[config.mk]
export PLATFORM = sky130hd
export DESIGN_NAME = spi_ram_master
export DESIGN_NICKNAME = d
export VERILOG_FILES = /design/src/rtl/spi_ram_master.sv
export SDC_FILE = /design/constraint.sdc
export NUM_CORES = 1
export LEC_CHECK = 0
export ABC_CLOCK_PERIOD_IN_PS = 2200
export BUFFER_PORTS_ARGS = -buffer_cell sky130_fd_sc_hd__buf_4
export CAP_MARGIN = 20
export CORE_MARGIN = 2
export CORE_UTILIZATION = 50
export DETAILED_ROUTE_END_ITERATION = 6
export MAX_ROUTING_LAYER = met4
export PLACE_DENSITY = 0.74
export SLEW_MARGIN = 40
export SYNTH_ARGS = -nofsm -noshare
export SYNTH_HDL_FRONTEND = slang
export SYNTH_SLANG_ARGS = --single-unit
[constraint.sdc]
create_clock -name clk -period 2.2 [get_ports clk]
set_input_delay 0.44 -clock clk [delete_from_list [all_inputs] [get_ports clk]]
set_output_delay 0.44 -clock clk [all_outputs]
set_load 0.01 [all_outputs]
[src/rtl/spi_ram_master.sv]
// spi_ram_master: turns host RAM requests into two 10-bit SPI frames, plus a read-back phase for reads.
module spi_ram_master #(
    parameter int GAP_CYC = 1,
    parameter int RD_WAIT = 2
) (
    input  logic       clk,
    input  logic       rst,
    input  logic       req_valid,
    output logic       req_ready,
    input  logic       req_we,
    input  logic [7:0] req_addr,
    input  logic [7:0] req_wdata,
    output logic       rsp_valid,
    output logic [7:0] rsp_rdata,
    output logic       busy,
    output logic       MOSI,
    input  logic       MISO,
    output logic       SS_n
);
    localparam int WMAX = GAP_CYC > RD_WAIT ? (GAP_CYC > 8 ? GAP_CYC : 8) : (RD_WAIT > 8 ? RD_WAIT : 8);
    localparam int CW = $clog2(WMAX + 1);
    typedef enum logic [2:0] {IDLE, SHIFT, GAP, RWAIT, RCAP, DONE} state_t;
    state_t state, nstate;
    logic [3:0] cnt, ncnt;
    logic [CW-1:0] wcnt, nwcnt;
    logic second, nsecond, we_q, nwe;
    logic [7:0] addr_q, naddr, wdata_q, nwdata, rdata_sh, nrdata;
    logic [9:0] nframe;
    always_comb begin
        nstate = state;
        ncnt = cnt;
        nwcnt = wcnt;
        nsecond = second;
        nwe = we_q;
        naddr = addr_q;
        nwdata = wdata_q;
        nrdata = rdata_sh;
        case (state)
            IDLE: if (req_valid && req_ready) begin
                nstate = SHIFT;
                ncnt = 4'd9;
                nsecond = 1'b0;
                nwe = req_we;
                naddr = req_addr;
                nwdata = req_wdata;
            end
            SHIFT: if (cnt != 4'd0) ncnt = cnt - 4'd1;
                else if (!second) begin
                    nstate = GAP;
                    nwcnt = CW'(GAP_CYC - 1);
                end else if (we_q) nstate = DONE;
                else if (RD_WAIT == 0) begin
                    nstate = RCAP;
                    nwcnt = CW'(7);
                end else begin
                    nstate = RWAIT;
                    nwcnt = CW'(RD_WAIT - 1);
                end
            GAP: if (wcnt == '0) begin
                nstate = SHIFT;
                ncnt = 4'd9;
                nsecond = 1'b1;
            end else nwcnt = wcnt - CW'(1);
            RWAIT: if (wcnt == '0) begin
                nstate = RCAP;
                nwcnt = CW'(7);
            end else nwcnt = wcnt - CW'(1);
            RCAP: begin
                nrdata = {rdata_sh[6:0], MISO};
                if (wcnt == '0) nstate = DONE;
                else nwcnt = wcnt - CW'(1);
            end
            DONE: nstate = IDLE;
            default: nstate = IDLE;
        endcase
        // cmd[1] is 0 for writes, cmd[0] marks the second frame
        nframe = {~nwe, nsecond, nsecond ? (nwe ? nwdata : 8'h00) : naddr};
    end
    always_ff @(posedge clk) begin
        if (rst) begin
            state <= IDLE;
            cnt <= '0;
            wcnt <= '0;
            second <= 1'b0;
            we_q <= 1'b0;
            addr_q <= '0;
            wdata_q <= '0;
            rdata_sh <= '0;
            req_ready <= 1'b0;
            rsp_valid <= 1'b0;
            rsp_rdata <= '0;
            busy <= 1'b0;
            MOSI <= 1'b0;
            SS_n <= 1'b1;
        end else begin
            state <= nstate;
            cnt <= ncnt;
            wcnt <= nwcnt;
            second <= nsecond;
            we_q <= nwe;
            addr_q <= naddr;
            wdata_q <= nwdata;
            rdata_sh <= nrdata;
            // outputs are registered from the next state so they line up with it
            req_ready <= nstate == IDLE;
            rsp_valid <= nstate == DONE;
            busy <= nstate != IDLE;
            MOSI <= (nstate == SHIFT) && nframe[ncnt];
            SS_n <= !(nstate inside {SHIFT, RWAIT, RCAP});
            if (nstate == DONE) rsp_rdata <= we_q ? 8'h00 : nrdata;
        end
    end
endmodule

# [Word-level counts from Yosys, hierarchy flattened]
# Cells that the tools add are included.
[word_totals] ff_bits=50 latchBits=0 mem_bits_rw=0 rom_bits=0 in_bits=21 wordCells=74 memories=0
[classes] add_sub_neg=2 n_mul=0 div_mod_pow=0 order_cmp=1 n_eq_ne=11 n_shift=0 mux=33 n_bitwise=1 reduce_logical=12
[ops] operator="$mux W8" n=8
[ops] operator="$mux W4" n=8
[ops] operator="$pmux W4 S3" n=2
[ops] operator="$mux W3" n=7
[ops] operator="$pmux W3 S5" n=1
[ops] operator="$eq A3 B2 Y1 const B" n=3
[ops] operator="$eq A3 B3 Y1 const B" n=3
[ops] operator="$reduce_bool A3 Y1" n=3
[ops] operator="$sub A4 B1 Y4 const B" n=2
[ops] operator="$eq A3 B1 Y1 const B" n=2
[ops] operator="$logic_not A3 Y1" n=2
[ops] operator="$lt A4 B5 Y1 const B" n=1
[ops] operator="$mux W1" n=5
[ops] operator="$bmux W1 S4" n=1
[ops] operator="$logic_not A4 Y1" n=1
[ops] operator="$ne A2 B2 Y1 const B" n=2
[ops] operator="$reduce_and A4 Y1" n=1
[ops] operator="$reduce_bool A4 Y1" n=1
[ops] operator="$ne A3 B3 Y1 const B" n=1
[ops] operator="$logic_and A1 B1 Y1" n=2
[ops] operator="$pmux W1 S2" n=1
[ops] operator="$reduce_or A2 Y1" n=1
[ops] operator="$logic_not A1 Y1" n=1
[ops] operator="$not A1 Y1" n=1

# [Longest topological paths before layout]
# Gate-level depths: netlist of the first run.
[logic_depth] word_depth=8 mapped_depth=10 ltp_nobuf=9

# [Worst setup path before layout of the first run]
# No wires, ideal clock.
[synth_path] kind="register to register" from="register wcnt[0]" to="register MOSI" setup_time_ns=0.129 arrival_ns=2.164 setup_slack_ns=-0.093 stages_incl_launch_ff=9 path_buffers=0 period_less_slack_ns=2.293 cell_sequence="dfxtp_1 -> inv_1 -> ha_1 -> nor3b_1 -> nand2_1 -> a222oi_1 -> nand2_1 -> o311ai_0 -> nor4_2"
[synth_via] elab_chain_len=7
[synth_lines] item="start, declared" line_no="25" text="logic [CW-1:0] wcnt, nwcnt;"
[synth_lines] item="start signal, assigned" line_no="98" text="wcnt <= nwcnt;"
[synth_lines] item="$logic_not A4 Y1 *" line_no="59, 64, 70"
[synth_lines] item="$mux W1" line_no="59" text="GAP: if (wcnt == '0) begin"
[synth_lines] item="$pmux W1 S2" line_no="38" text="case (state)"
[synth_lines] item="$mux W8" line_no="77" text="nframe = {~nwe, nsecond, nsecond ? (nwe ? nwdata : 8'h00) : naddr};"
[synth_lines] item="$bmux W1 S4" line_no="108" text="MOSI <= (nstate == SHIFT) && nframe[ncnt];"
[synth_lines] item="$mux W1 (implied by the code)" line_no="108"
[synth_lines] item="$logic_and A1 B1 Y1 *" line_no="108"
[synth_lines] item="end signal, assigned" line_no="108"
[synth_lines] item="end, declared" line_no="16" text="output logic MOSI,"
# Mark *: on every way between the ends. The rest lies on a longest branch, timed or not. The select of a mux whose other input is x is not followed.
# A chain may end at the register's enable or synchronous reset.

# [Worst setup path in the final report of the first run]
[layout_path] from="register cnt[0]" to="register rsp_rdata[7]"
[layout_via] elab_chain_len=4
[layout_lines] item="start, declared" line_no="24" text="logic [3:0] cnt, ncnt;"
[layout_lines] item="start signal, assigned" line_no="97" text="cnt <= ncnt;"
[layout_lines] item="$reduce_bool A4 Y1" line_no="47" text="SHIFT: if (cnt != 4'd0) ncnt = cnt - 4'd1;"
[layout_lines] item="$mux W3" line_no="47"
[layout_lines] item="$pmux W3 S5" line_no="38"
[layout_lines] item="$eq A3 B3 Y1" line_no="110" text="if (nstate == DONE) rsp_rdata <= we_q ? 8'h00 : nrdata;"
[layout_lines] item="end signal, assigned" line_no="110"
[layout_lines] item="end, declared" line_no="14" text="output logic [7:0] rsp_rdata,"
# Every way passes these cells.

==> reports/metrics.yaml, run 1 <==
synthesis:
  synth_cell_types: 53
  synth-compound-area-share_pct: 20.1
  synth.area.mux_share_pct: 4.87
  synth_area_per_cell_um2: 8.32
  synth_cells: 275
  synthAdderAreaFrac_pct: 1.09
  syn_area_um2: 2290
  synth_top_family_by_area: "simple AND/OR/NAND/NOR gates"
  async_flop_share_pct: 0
  ys.flop_type: "dfxtp_1"
  ys_seq_area_share_pct: 43.8
  synth_fp_nets: 298
  synth-simple-area-share_pct: 25.2
  ys_ff_latch: 50
  synth_edf_count: 0
  yosysWarnings: 0
  synth-xor-area-share_pct: 0.383
place:
  io_buffers: 33
  dp_hpwl_mm: 3.52
  dpl.cell_count: 364
  place_congestion: 0.874
  dpl-instance-area_um2: 2700
worst_setup_path:
  rr_startpoint: "cnt[0]"
  worst-r2r-cell-count: 11
  crit_path_cell_trace: "inv_2 > ha_4 > nor3b_4 > buf_4 > o22ai_1 > a21oi_1 > and4_4 > nand2b_1 > buf_4 > a21oi_1 > o21ba_2"
  crit_arrival_ns: 2.32
  worstSetupPathType: "reg -> reg"
  startpoint: "cnt[0]"
  cp_slowest_cell: "dfxtp_1"
  path_buf_inv: 3
  r2r-end: "rsp_rdata[7]"
  cpPeakStageDelay_ns: 0.35
  crit_family: "simple AND/OR/NAND/NOR gates"
  crit_end: "rsp_rdata[7]"
  setup.worst_path.end_class: "flip-flop"
  r2r_setup_slack_ns: 0.09
  worstSetupStartpointType: "flip-flop"
  cp.required_ns: 2.41
  worstPathMaxFanout: 4
  cp.depth: 11
power_and_ir_drop:
  clockPowerShare_pct: 21.2
  combPwrFrac_pct: 47.1
  leakage_nw: 1.18
  switching_share_pct: 35.7
  p_per_area_nw_per_um2: 1220
  p_sw_mw: 1.30
  p_seq_share_pct: 31.7
  internal_power_mw: 2.34
  power_mw: 3.65
  ir_drop_v: 0.000568
outcome:
  status: "finished, final reports clean"
layout:
  drive_above_1_share_pct: 30.4
  layout.nets: 344
  final_cell_area_um2: 2980
  area_growth_pct: 30.3
  finish.utilization_pct: 68.0
  final_cells: 374
  antenna_cells: 0
floorplan:
  dieArea_um2: 5130
  die-width_um: 71.6
  start_util_pct: 52.2
  die_h_um: 71.6
  design.core.area_um2: 4380
  fp-row-count: 24
  io_pins: 34
global_routing:
  grt_pass1_wl_mm: 8.90
  grt_max_degree: 43
  track_usage_pct: 22.4
  grt_pass1_vias: 1962
  overflow: 0
  antenna_found_initial: 0
cts:
  cts_tree: "yes"
  clock_sinks: 50
  htreeDepth: 2
  path_clk_slew_ns: 0.09
  ctsRootBufferMaster: "clkbuf_8"
  clk_latency_ns: 0.31
  cts_buffer_depth: 2
  cts-buffers-inserted: 5
run:
  max-cap-violations: 0
detailed_routing:
  drtIter0Drc: 162
  wl_per_cell_um: 14.3
  dr.pass1.iters: 4
  via_per_inst: 5.75
  via_count: 2149
  ant_nets: 0
  wl_mm: 5.33
  drc_errors: 0
sta:
  setup_viol: 0
  skew_ns: 0.00768
  finalCriticalPeriod_ns: 2.11
  hold_viol: 0
  period_share_pct: 96.0
  maxSlewHeadroom_pct: 63.0
  worst_hold_slack_ns: 0.372
  max_freq_mhz: 473
  worstMarginPinSlew_ns: 0.554
  drv_slew: 0
min_path:
  hold_start: "req_wdata[1]"
  holdCritPathClass: "in -> reg"
[worst reg2reg max path, cell delays in order (launching register included)]
cell and delay [ns]:
dfxtp_1 0.35, inv_2 0.09, ha_4 0.14, nor3b_4 0.25, buf_4 0.16, o22ai_1 0.07, a21oi_1 0.12, and4_4 0.28
nand2b_1 0.11, buf_4 0.16, a21oi_1 0.14, o21ba_2 0.16
[cells in the final DEF (no fill, tap or decap), types with 3 or more instances in the layout]
| cell | count |
|---|---|
| o21ai_0 | 5 |
| or3_1 | 3 |
| a21oi_1 | 23 |
| a21oi_2 | 3 |
| nor2b_1 | 7 |
| nand3_1 | 4 |
| inv_1 | 4 |
| o211ai_1 | 5 |
| clkbuf_8 | 5 |
| a211oi_1 | 7 |
| nand4_1 | 3 |
| nor3_1 | 5 |
| mux2i_1 | 10 |
| dfxtp_1 | 48 |
| nor2_1 | 24 |
| buf_4 | 57 |
| nand2_1 | 50 |
| o2bb2ai_1 | 7 |
[logic make-up after synthesis]
family,after synthesis
multiplexers,11
XOR/XNOR,1
AO/OA/AOI/OAI,68
buffers and inverters,25
flip-flops,50
adder cells (fa/ha/maj),2
AND/OR/NAND/NOR,118
[metrics by stage]
step | worst slack [ns] | setup TNS [ns]
6_report | 0.0879 | 0
5_1_grt | -0.0690 | -0.291
4_1_cts | 0.00670 | 0
3_5_place_dp | -0.0943 | -0.578
3_3_place_gp | -0.0411 | -0.246
2_1_floorplan | 0.0161 | 0
[power by group through the flow]
stage / clock network [mW] / logic [mW] / registers [mW]
after floorplan: 0 / 0.959 / 1.14
after global placement: 0 / 1.39 / 1.16
after detailed placement: 0 / 1.41 / 1.16
after CTS: 0.783 / 1.45 / 1.14
after global routing: 0.825 / 1.87 / 1.18
final: 0.773 / 1.72 / 1.16
[sequential cells by signal, indices dropped and copies added (netlist names)]
register / count
MOSI: 1
SS_n: 1
addr_q: 8
busy: 1
cnt: 4
rdata_sh: 8
req_ready: 1
rsp_rdata: 8
rsp_valid: 1
second: 1
state: 3
wcnt: 4
wdata_q: 8
we_q: 1
[area by class of cell]
cell class              count  area [um^2]
clock buffers               5         68.8
fillers                   361         1410
well taps                  52         65.1
multi-input cells         200         1310
inverters                   6         22.5
repair buffers             58          439
clock inverters             3         68.8
flip-flops and latches     50         1000
[layer usage]
metal  track usage (%)  routed length, um  vias to the layer above
li1                  -                  -                     1068
met2              33.7               2440                       70
met4              7.34                 90                        0
met5                 -                  0                        -
met3              4.36                285                       11
met1              30.3               2520                     1000
[worst min path at each step]
stage	endpoint	cells past startpoint
floorplan	addr_q[4]	2
global placement	addr_q[4]	2
detailed placement	addr_q[2]	2
CTS	addr_q[7]	3
global route	addr_q[2]	3
finish	wdata_q[1]	3
[synth_stat cells (all sizes together), types with 4 or more instances]
cell      n  area share (%)
o211ai    6             2.2
nor2     25             4.1
nand3     4            0.88
nor3      6             1.3
o21ai     6             1.3
clkbuf   15             2.5
inv       6            0.98
a211oi    7             2.3
nor2b     8             2.3
dfxtp    50              44
nand2    50             8.2
buf       4             1.1
a21oi    26             5.7
mux2i    10             4.4
o2bb2ai   7             2.7
[timing repair]
action / in CTS / in global routing
hold buffers: 0 / 0
setup endpoints to repair: 8 / 15
pin swaps: 0 / 4
resized for setup: 5 / 27
setup buffers: 0 / 2
No activity file was read; power rests on OpenSTA's default activity.
==> run 2: changes to the inputs <==
==> config.mk (replaced) <==
export PLATFORM = sky130hd
export DESIGN_NAME = spi_ram_master
export DESIGN_NICKNAME = d
export VERILOG_FILES = /design/src/rtl/spi_ram_master.sv
export SDC_FILE = /design/constraint.sdc
export NUM_CORES = 1
export LEC_CHECK = 0
export ABC_AREA = 1
export ABC_CLOCK_PERIOD_IN_PS = 1700
export BUFFER_PORTS_ARGS = -buffer_cell sky130_fd_sc_hd__buf_4
export CAP_MARGIN = 20
export CORE_MARGIN = 2
export CORE_UTILIZATION = 52
export DETAILED_ROUTE_END_ITERATION = 6
export PLACE_DENSITY = 0.76
export SLEW_MARGIN = 40
export SYNTH_ARGS = -nofsm -noshare
export SYNTH_HDL_FRONTEND = slang
export SYNTH_SLANG_ARGS = --single-unit
==> constraint.sdc (replaced) <==
create_clock -name clk -period 1.7 [get_ports clk]
set_input_delay 0.34 -clock clk [delete_from_list [all_inputs] [get_ports clk]]
set_output_delay 0.34 -clock clk [all_outputs]
set_load 0.01 [all_outputs]
==> run 2 against run 1 <==
The run now ends with negative setup slack left. Hold slack got worse by 0.082 ns. Fmax is 11% higher. Combinational power increased by 120%. First-iteration DRC count is 38% lower. Sequential power grew 34%. Utilization rose by 7.8 points. Via count increased by 30%. Sequential share of layout area decreased by 7.1 points. Synthesized cell count rose by 39%. Final area increased by 28%. Critical path depth grew 3. Critical path type unchanged. Critical endpoint is now MOSI. Largest cell class unchanged.
==> reports/metrics.yaml, run 2 <==
outcome:
  status: "finished with violations"
  violations: "negative setup slack"
min_path:
  holdCritPathClass: "in -> reg"
  hold_start: "req_wdata[6]"
layout:
  final_cell_area_um2: 3820  # +28%
  antenna_cells: 0  # unchanged
  drive_above_1_share_pct: 38.9  # +8.5 points
  n_fill_cell: 371  # +2.8%
  mostFrequentLayoutCell: "nand2_1"
  final_cells: 540  # +44%
  layout_common_cells: "nand2_1 (101), buf_4 (85), dfxtp_1 (42)"
  area_growth_pct: 41.7
  layout.nets: 492  # +43%
synthesis:
  synth_cell_types: 36  # -32%
  netlist.area_leader.share_pct: 37.2  # -6.6 points
  ys.flop_type: "dfxtp_1"
  async_flop_share_pct: 0  # unchanged
  synth_edf_count: 0  # unchanged
  ys_seq_area_share_pct: 37.2  # -6.6 points
  synth_cells: 382  # +39%
  syn_area_um2: 2690  # +18%
  synth_top_cells_by_count: "nand2_1 (112), dfxtp_1 (50), inv_1 (44), nand3_1 (38), nor2_1 (35)"
  synth_area_per_cell_um2: 7.05  # -15%
  synth_fp_nets: 405  # +36%
  synth.area.top_cells: "dfxtp_1 (37%), nand2_1 (16%), nand3_1 (7.1%), inv_1 (6.1%), nor2_1 (4.9%)"
  synth.most_common_cell: "nand2_1"
  yosys.area.top_type: "dfxtp_1"
  ys_ff_latch: 50  # unchanged
  yosysWarnings: 0  # unchanged
detailed_routing:
  dr.pass1.iters: 6  # +2
  drtIter0Drc: 100  # -38%
  wl_per_cell_um: 14.4  # +0.73%
  wl_mm: 7.76  # +45%
  ant_nets: 0  # unchanged
  drc_errors: 0  # unchanged
  via_count: 2799  # +30%
  via_per_inst: 5.18  # -9.8%
sta:
  skew_ns: 0.00413  # -0.00354 ns
  max_freq_mhz: 527  # +11%
  maxSlewHeadroom_pct: 63.5  # +0.51 points
  tns_ns: -0.861  # -0.861 ns
  period_share_pct: 112  # +16 points
  worstMarginPinSlew_ns: 0.542  # -0.0122 ns
  drv_slew: 0  # unchanged
  hold_viol: 0  # unchanged
  setup_slack_ns: -0.199  # -0.287 ns
  setup_viol: 13  # +13
  finalCriticalPeriod_ns: 1.90  # -0.213 ns
  rsz0062_at_grt: "true"
cts:
  path_clk_slew_ns: 0.09  # about the same
  cts_buffer_depth: 2  # unchanged
  clock_sinks: 50  # unchanged
  cts_tree: "yes"
  cts-buffers-inserted: 5  # unchanged
  clk_latency_ns: 0.31  # about the same
  ctsRootBufferMaster: "clkbuf_8"
  htreeDepth: 2  # unchanged
floorplan:
  design.core.area_um2: 5040  # +15%
  die-width_um: 76.0  # +6.1%
  die_h_um: 76.0  # +6.1%
  dieArea_um2: 5770  # +12%
  start_util_pct: 53.4  # +1.3 points
  fp-row-count: 26  # +8.3%
  io_pins: 34  # unchanged
power_and_ir_drop:
  leakage_nw: 1.85  # +56%
  switching_share_pct: 41.8  # +6.1 points
  combPwrFrac_pct: 59.2  # +12 points
  p_seq_share_pct: 24.7  # -7.0 points
  p_sw_mw: 2.62  # +100%
  p_per_area_nw_per_um2: 1640  # +34%
  internal_power_mw: 3.65  # +56%
  clockPowerShare_pct: 16.1  # -5.1 points
  power_mw: 6.27  # +72%
  ir_drop_v: 0.000905  # +59%
global_routing:
  grt_pass1_wl_mm: 11.3  # +27%
  grt_max_degree: 25  # -42%
  antenna_found_initial: 0  # unchanged
  track_usage_pct: 24.0  # +1.6 points
  grt_pass1_vias: 2520  # +28%
  overflow: 0  # unchanged
run:
  max-cap-violations: 0  # unchanged
worst_setup_path:
  rr_startpoint: "wcnt[0]"
  worstSetupPathType: "reg -> reg"
  setup.worst_path.end_class: "flip-flop"
  crit_arrival_ns: 2.11  # -0.21 ns
  worstSetupStartpointType: "flip-flop"
  startpoint: "wcnt[0]"
  cp.required_ns: 1.91  # -0.50 ns
  worstPathMaxFanout: 5  # +1
place:
  dp_hpwl_mm: 4.87  # +39%
  place_congestion: 0.879  # +0.56%
  preCtsSetupSlack_ns: -0.141  # -0.0468 ns
  dpl-instance-area_um2: 3270  # +21%
  io_buffers: 33  # unchanged
  dpl.cell_count: 513  # +41%
==> run 2: cell count changes in the layout (fill, tap and decap cells not counted), moves of 10 or more <==
cell,previous run,this run
nand2_1,50,101
nand3_1,4,29
nand2_2,0,14
inv_1,4,40
a21oi_1,23,10
o21ai_0,5,17
mux2i_1,10,0
buf_4,57,85
==> run 2: stage by stage <==
step	utilization, %	hold WS, ns
final	75.7	0.290
after global routing	75.7	0.289
after CTS	69.7	0.291
after detailed placement	64.9	0.466
after global placement	64.9	0.456
after floorplan	-	0.444
==> run 2: kinds of logic after synthesis <==
family | count (synthesis) | share of synthesized area, %
xor gates and xnor gates | 1 | 0.325
buffers and inverters | 62 | 10.6
AOI/OAI and AO/OA | 49 | 12.0
adders and majority gates | 2 | 0.929
and+or+nand+nor | 218 | 39.0
DFF | 50 | 37.2
==> run 2: power groups by stage <==
stage          sequential, mW  clock [mW]  combinational (mW)
2_1_floorplan            1.54           0                1.81
3_3_place_gp             1.54           0                2.70
3_5_place_dp             1.54           0                2.74
4_1_cts                  1.53        1.02                2.94
5_1_grt                  1.57        1.07                4.03
6_report                 1.55        1.01                3.71
==> run 2: layout make-up <==
type                            count  area [um^2]  area share (%)
Clock buffer                        5         68.8            1.80
Clock inverter                      3         68.8            1.80
Inverter                           49          189            4.95
Multi-Input combinational cell    270         1610            42.3
Sequential cell                    50         1010            26.5
Tap cell                           70         87.6            2.29
Timing Repair Buffer               93          776            20.3
==> run 2: critical path, stage by stage (launching register included) <==
cell and delay [ns]:
dfxtp_2 0.34, inv_2 0.07, ha_4 0.16, nand2_2 0.05, nor2_2 0.13, buf_6 0.14, nand2_8 0.07, a21oi_2 0.26
nand2_1 0.11, nand3_2 0.09, nand3_1 0.08, nand2_1 0.07, nand2_1 0.07, nand2_1 0.11, a21oi_2 0.04
==> run 2: worst paths after layout <==
check / endpoint / slack (ns) / cells past startpoint
max: MOSI / -0.20 / 14
min: wdata_q[6] / 0.29 / 3
min reg2reg: addr_q[3] / 0.48 / 2
max reg2reg: MOSI / -0.20 / 14
==> run 2: repair_timing <==
| action | in CTS | in global routing |
|---|---|---|
| cloned | 0 | 0 |
| endpoints found under the setup margin | 12 | 18 |
| pin swaps | 5 | 30 |
| gates resized for setup | 14 | 52 |
| setup buffers | 6 | 13 |
| hold buffers | 0 | 0 |
==> run 2: routing by layer <==
layer,wire [um],vias up,track usage (%)
met1,3150,1299,30.9
met3,361,24,3.79
met2,4030,84,40.2
met5,0,-,0
li1,-,1392,-
met4,213,0,10.0
==> run 3: changes to the inputs <==
--- a/config.mk
+++ b/config.mk
@@ -8,11 +8,12 @@
 export ABC_AREA = 1
 export ABC_CLOCK_PERIOD_IN_PS = 1700
 export BUFFER_PORTS_ARGS = -buffer_cell sky130_fd_sc_hd__buf_4
-export CAP_MARGIN = 20
+export CAP_MARGIN = 10
 export CORE_MARGIN = 2
 export CORE_UTILIZATION = 52
 export DETAILED_ROUTE_END_ITERATION = 6
 export PLACE_DENSITY = 0.76
+export SETUP_SLACK_MARGIN = 0.2
 export SLEW_MARGIN = 40
 export SYNTH_ARGS = -nofsm -noshare
 export SYNTH_HDL_FRONTEND = slang
==> run 3 against run 2 <==
The flow still finishes with violations (negative setup slack). Fmax up 6.0%. Sequential share of layout area rose by 1.0 points. Flip-flop and latch count is the same. First-iteration DRC count grew 31%. Largest power group unchanged. Utilization decreased by 2.6 points. Count of clock-buffer cells in the layout is 1 higher. Total power shrank 9.5%. Hold slack improved by 0.0041 ns. Final cell count down 2.2%. Clock skew down 0.00061 ns. Combinational power shrank 8.1%. Clock power down 32%.
==> reports/metrics.yaml, run 3 (synthesis gave the netlist of run 2 again) <==
power_and_ir_drop:
  switching_share_pct: 44.0  # +2.2 points
  clockPowerShare_pct: 12.1  # -4.0 points
  p_sw_mw: 2.49  # -4.8%
  p_per_area_nw_per_um2: 1540  # -6.4%
  leakage_nw: 1.78  # -3.8%
  ir_drop_v: 0.000860  # -4.9%
  power_mw: 5.67  # -9.5%
  internal_power_mw: 3.18  # -13%
  combPwrFrac_pct: 60.2  # +1.0 points
  p_seq_share_pct: 27.7  # +3.0 points
sta:
  setup_viol: 9  # -4
  hold_viol: 0  # unchanged
  period_share_pct: 105  # -6.3 points
  rsz0062_at_grt: "true"
  drv_slew: 0  # unchanged
  skew_ns: 0.00353  # -0.000607 ns
  worstMarginPinSlew_ns: 0.470  # -0.0715 ns
  max_freq_mhz: 558  # +6.0%
  finalCriticalPeriod_ns: 1.79  # -0.107 ns
  maxSlewHeadroom_pct: 68.6  # +5.1 points
  setup_slack_ns: -0.0919  # +0.107 ns
detailed_routing:
  dr.pass1.iters: 4  # -2
  via_count: 2709  # -3.2%
  drc_errors: 0  # unchanged
  wl_per_cell_um: 13.4  # -6.7%
  ant_nets: 0  # unchanged
  wl_mm: 7.08  # -8.8%
  via_per_inst: 5.13  # -1.0%
  drtIter0Drc: 131  # +31%
outcome:
  status: "finished with violations"
  violations: "negative setup slack"
cts:
  clock_sinks: 50  # unchanged
  postCtsHoldBufs: 0  # unchanged
  ctsRootBufferMaster: "clkbuf_8"
  clk_latency_ns: 0.30  # about the same
  path_clk_slew_ns: 0.09  # about the same
  htreeDepth: 2  # unchanged
  cts-buffers-inserted: 5  # unchanged
  cts_buffer_depth: 2  # unchanged
  cts_tree: "yes"
global_routing:
  grt_pass1_wl_mm: 11.0  # -2.5%
  grt_pass1_vias: 2558  # +1.5%
  overflow: 0  # unchanged
  track_usage_pct: 23.4  # -0.60 points
  antenna_found_initial: 0  # unchanged
  grt_max_degree: 23  # -8.0%
worst_setup_path:
  setup.worst_path.end_class: "flip-flop"
  rr_startpoint: "wcnt[0]"
  worstSetupStartpointType: "flip-flop"
  r2r-end: "rsp_rdata[3]"
  cp.required_ns: 1.92  # about the same
  worstPathMaxFanout: 7  # +2
  r2r_setup_slack_ns: -0.09  # +0.11 ns
  worstSetupPathType: "reg -> reg"
  crit_arrival_ns: 2.01  # -0.10 ns
  worst-r2r-cell-count: 13  # -1
floorplan:
  die-width_um: 76.0  # unchanged
  dieArea_um2: 5770  # unchanged
  start_util_pct: 53.4  # unchanged
  die_h_um: 76.0  # unchanged
  fp-row-count: 26  # unchanged
  design.core.area_um2: 5040  # unchanged
  io_pins: 34  # unchanged
min_path:
  hold_path_depth: 3  # unchanged
  holdCritPathClass: "in -> reg"
  worst_hold_path.endpoint: "wdata_q[4]"
  hold_start: "req_wdata[4]"
place:
  io_buffers: 33  # unchanged
  dp_hpwl_mm: 4.60  # -5.6%
  place_congestion: 0.868  # -1.3%
layout:
  antenna_cells: 0  # unchanged
  mostFrequentLayoutCell: "nand2_1"
  finish.utilization_pct: 73.2  # -2.6 points
  multi_input_area_um2: 1650  # +2.2%
  layout.nets: 480  # -2.4%
  n_fill_cell: 374  # +0.81%
  drive_above_1_share_pct: 37.1  # -1.8 points
  area_growth_pct: 36.9
  layout_common_cells: "nand2_1 (101), buf_4 (69), dfxtp_1 (42)"
  seqCellArea_um2: 1020  # +0.25%
run:
  max-cap-violations: 0  # unchanged
[run 3: cell types whose count changed in the layout (fill, tap and decap cells not counted), sizes merged]
| cell | delta |
|---|---|
| buf | -14 |
| bufinv | -2 |
| clkbuf | +1 |
| clkinv | +1 |
| nand3 | +2 |
[run 3: power groups by stage]
stage                     Clock [mW]  Sequential [mW]  Combinational (mW)
after floorplan                    0             1.55                1.89
after global placement             0             1.56                2.38
after detailed placement           0             1.57                2.42
after CTS                      0.701             1.56                2.80
after global routing           0.741             1.60                3.75
final                          0.686             1.57                3.41
[run 3: cell type report]
type / instances / share of cell area (%)
flip-flops and latches: 50 / 27.5
repair buffers: 79 / 17.8
multi-input cells: 272 / 44.7
inverters: 49 / 5.19
clock buffers: 6 / 1.97
well taps: 70 / 2.37
clock inverters: 2 / 0.373
[run 3: worst max path at each step]
| stage | from | slack, ns | endpoint | cells past startpoint |
|---|---|---|---|---|
| global route | wcnt[0] | -0.20 | rsp_rdata[3] | 13 |
| floorplan | state[0] | 0.13 | MOSI | 14 |
| global placement | state[0] | -0.01 | MOSI | 12 |
| finish | wcnt[0] | -0.09 | rsp_rdata[3] | 13 |
| CTS | state[2] | 0.03 | MOSI | 12 |
| detailed placement | req_valid | -0.04 | MOSI | 12 |
[run 3: routing by layer]
layer	GRT usage [%]	wire length (um)	vias to the layer above
li1	-	-	1369
met1	28.8	3040	1242
met2	39.4	3520	83
met3	5.45	375	15
met4	9.82	140	0
met5	0	0	-
[run 3: worst max-delay path: stages, from the launching register on]
cell and delay (ns):
dfxtp_2 0.34, inv_2 0.07, ha_4 0.15, nand2_2 0.07, nor2_4 0.15, buf_4 0.13, nand2_1 0.06, nand2_1 0.09
nor2_2 0.06, inv_2 0.07, nand2_4 0.08, nor2_4 0.16, inv_6 0.07, o31ai_2 0.20
[run 3: stage by stage]
step / hold WS [ns] / cell area, um^2 / std cells / worst slack (ns) / TNS (ns)
global placement: 0.458 / 3150 / 492 / -0.0127 / -0.0127
global route: 0.292 / 3690 / 528 / -0.200 / -1.35
CTS: 0.285 / 3420 / 512 / 0.0320 / 0
finish: 0.294 / 3690 / 528 / -0.0919 / -0.317
detailed placement: 0.461 / 3150 / 492 / -0.0399 / -0.108
floorplan: 0.444 / 2740 / 382 / 0.128 / 0
[run 3: timing repair]
action                     CTS  global route
gates resized for setup     29            34
setup endpoints to repair   17            21
pin swaps                   13            14
gates cloned                 2             0
setup buffers               10            16
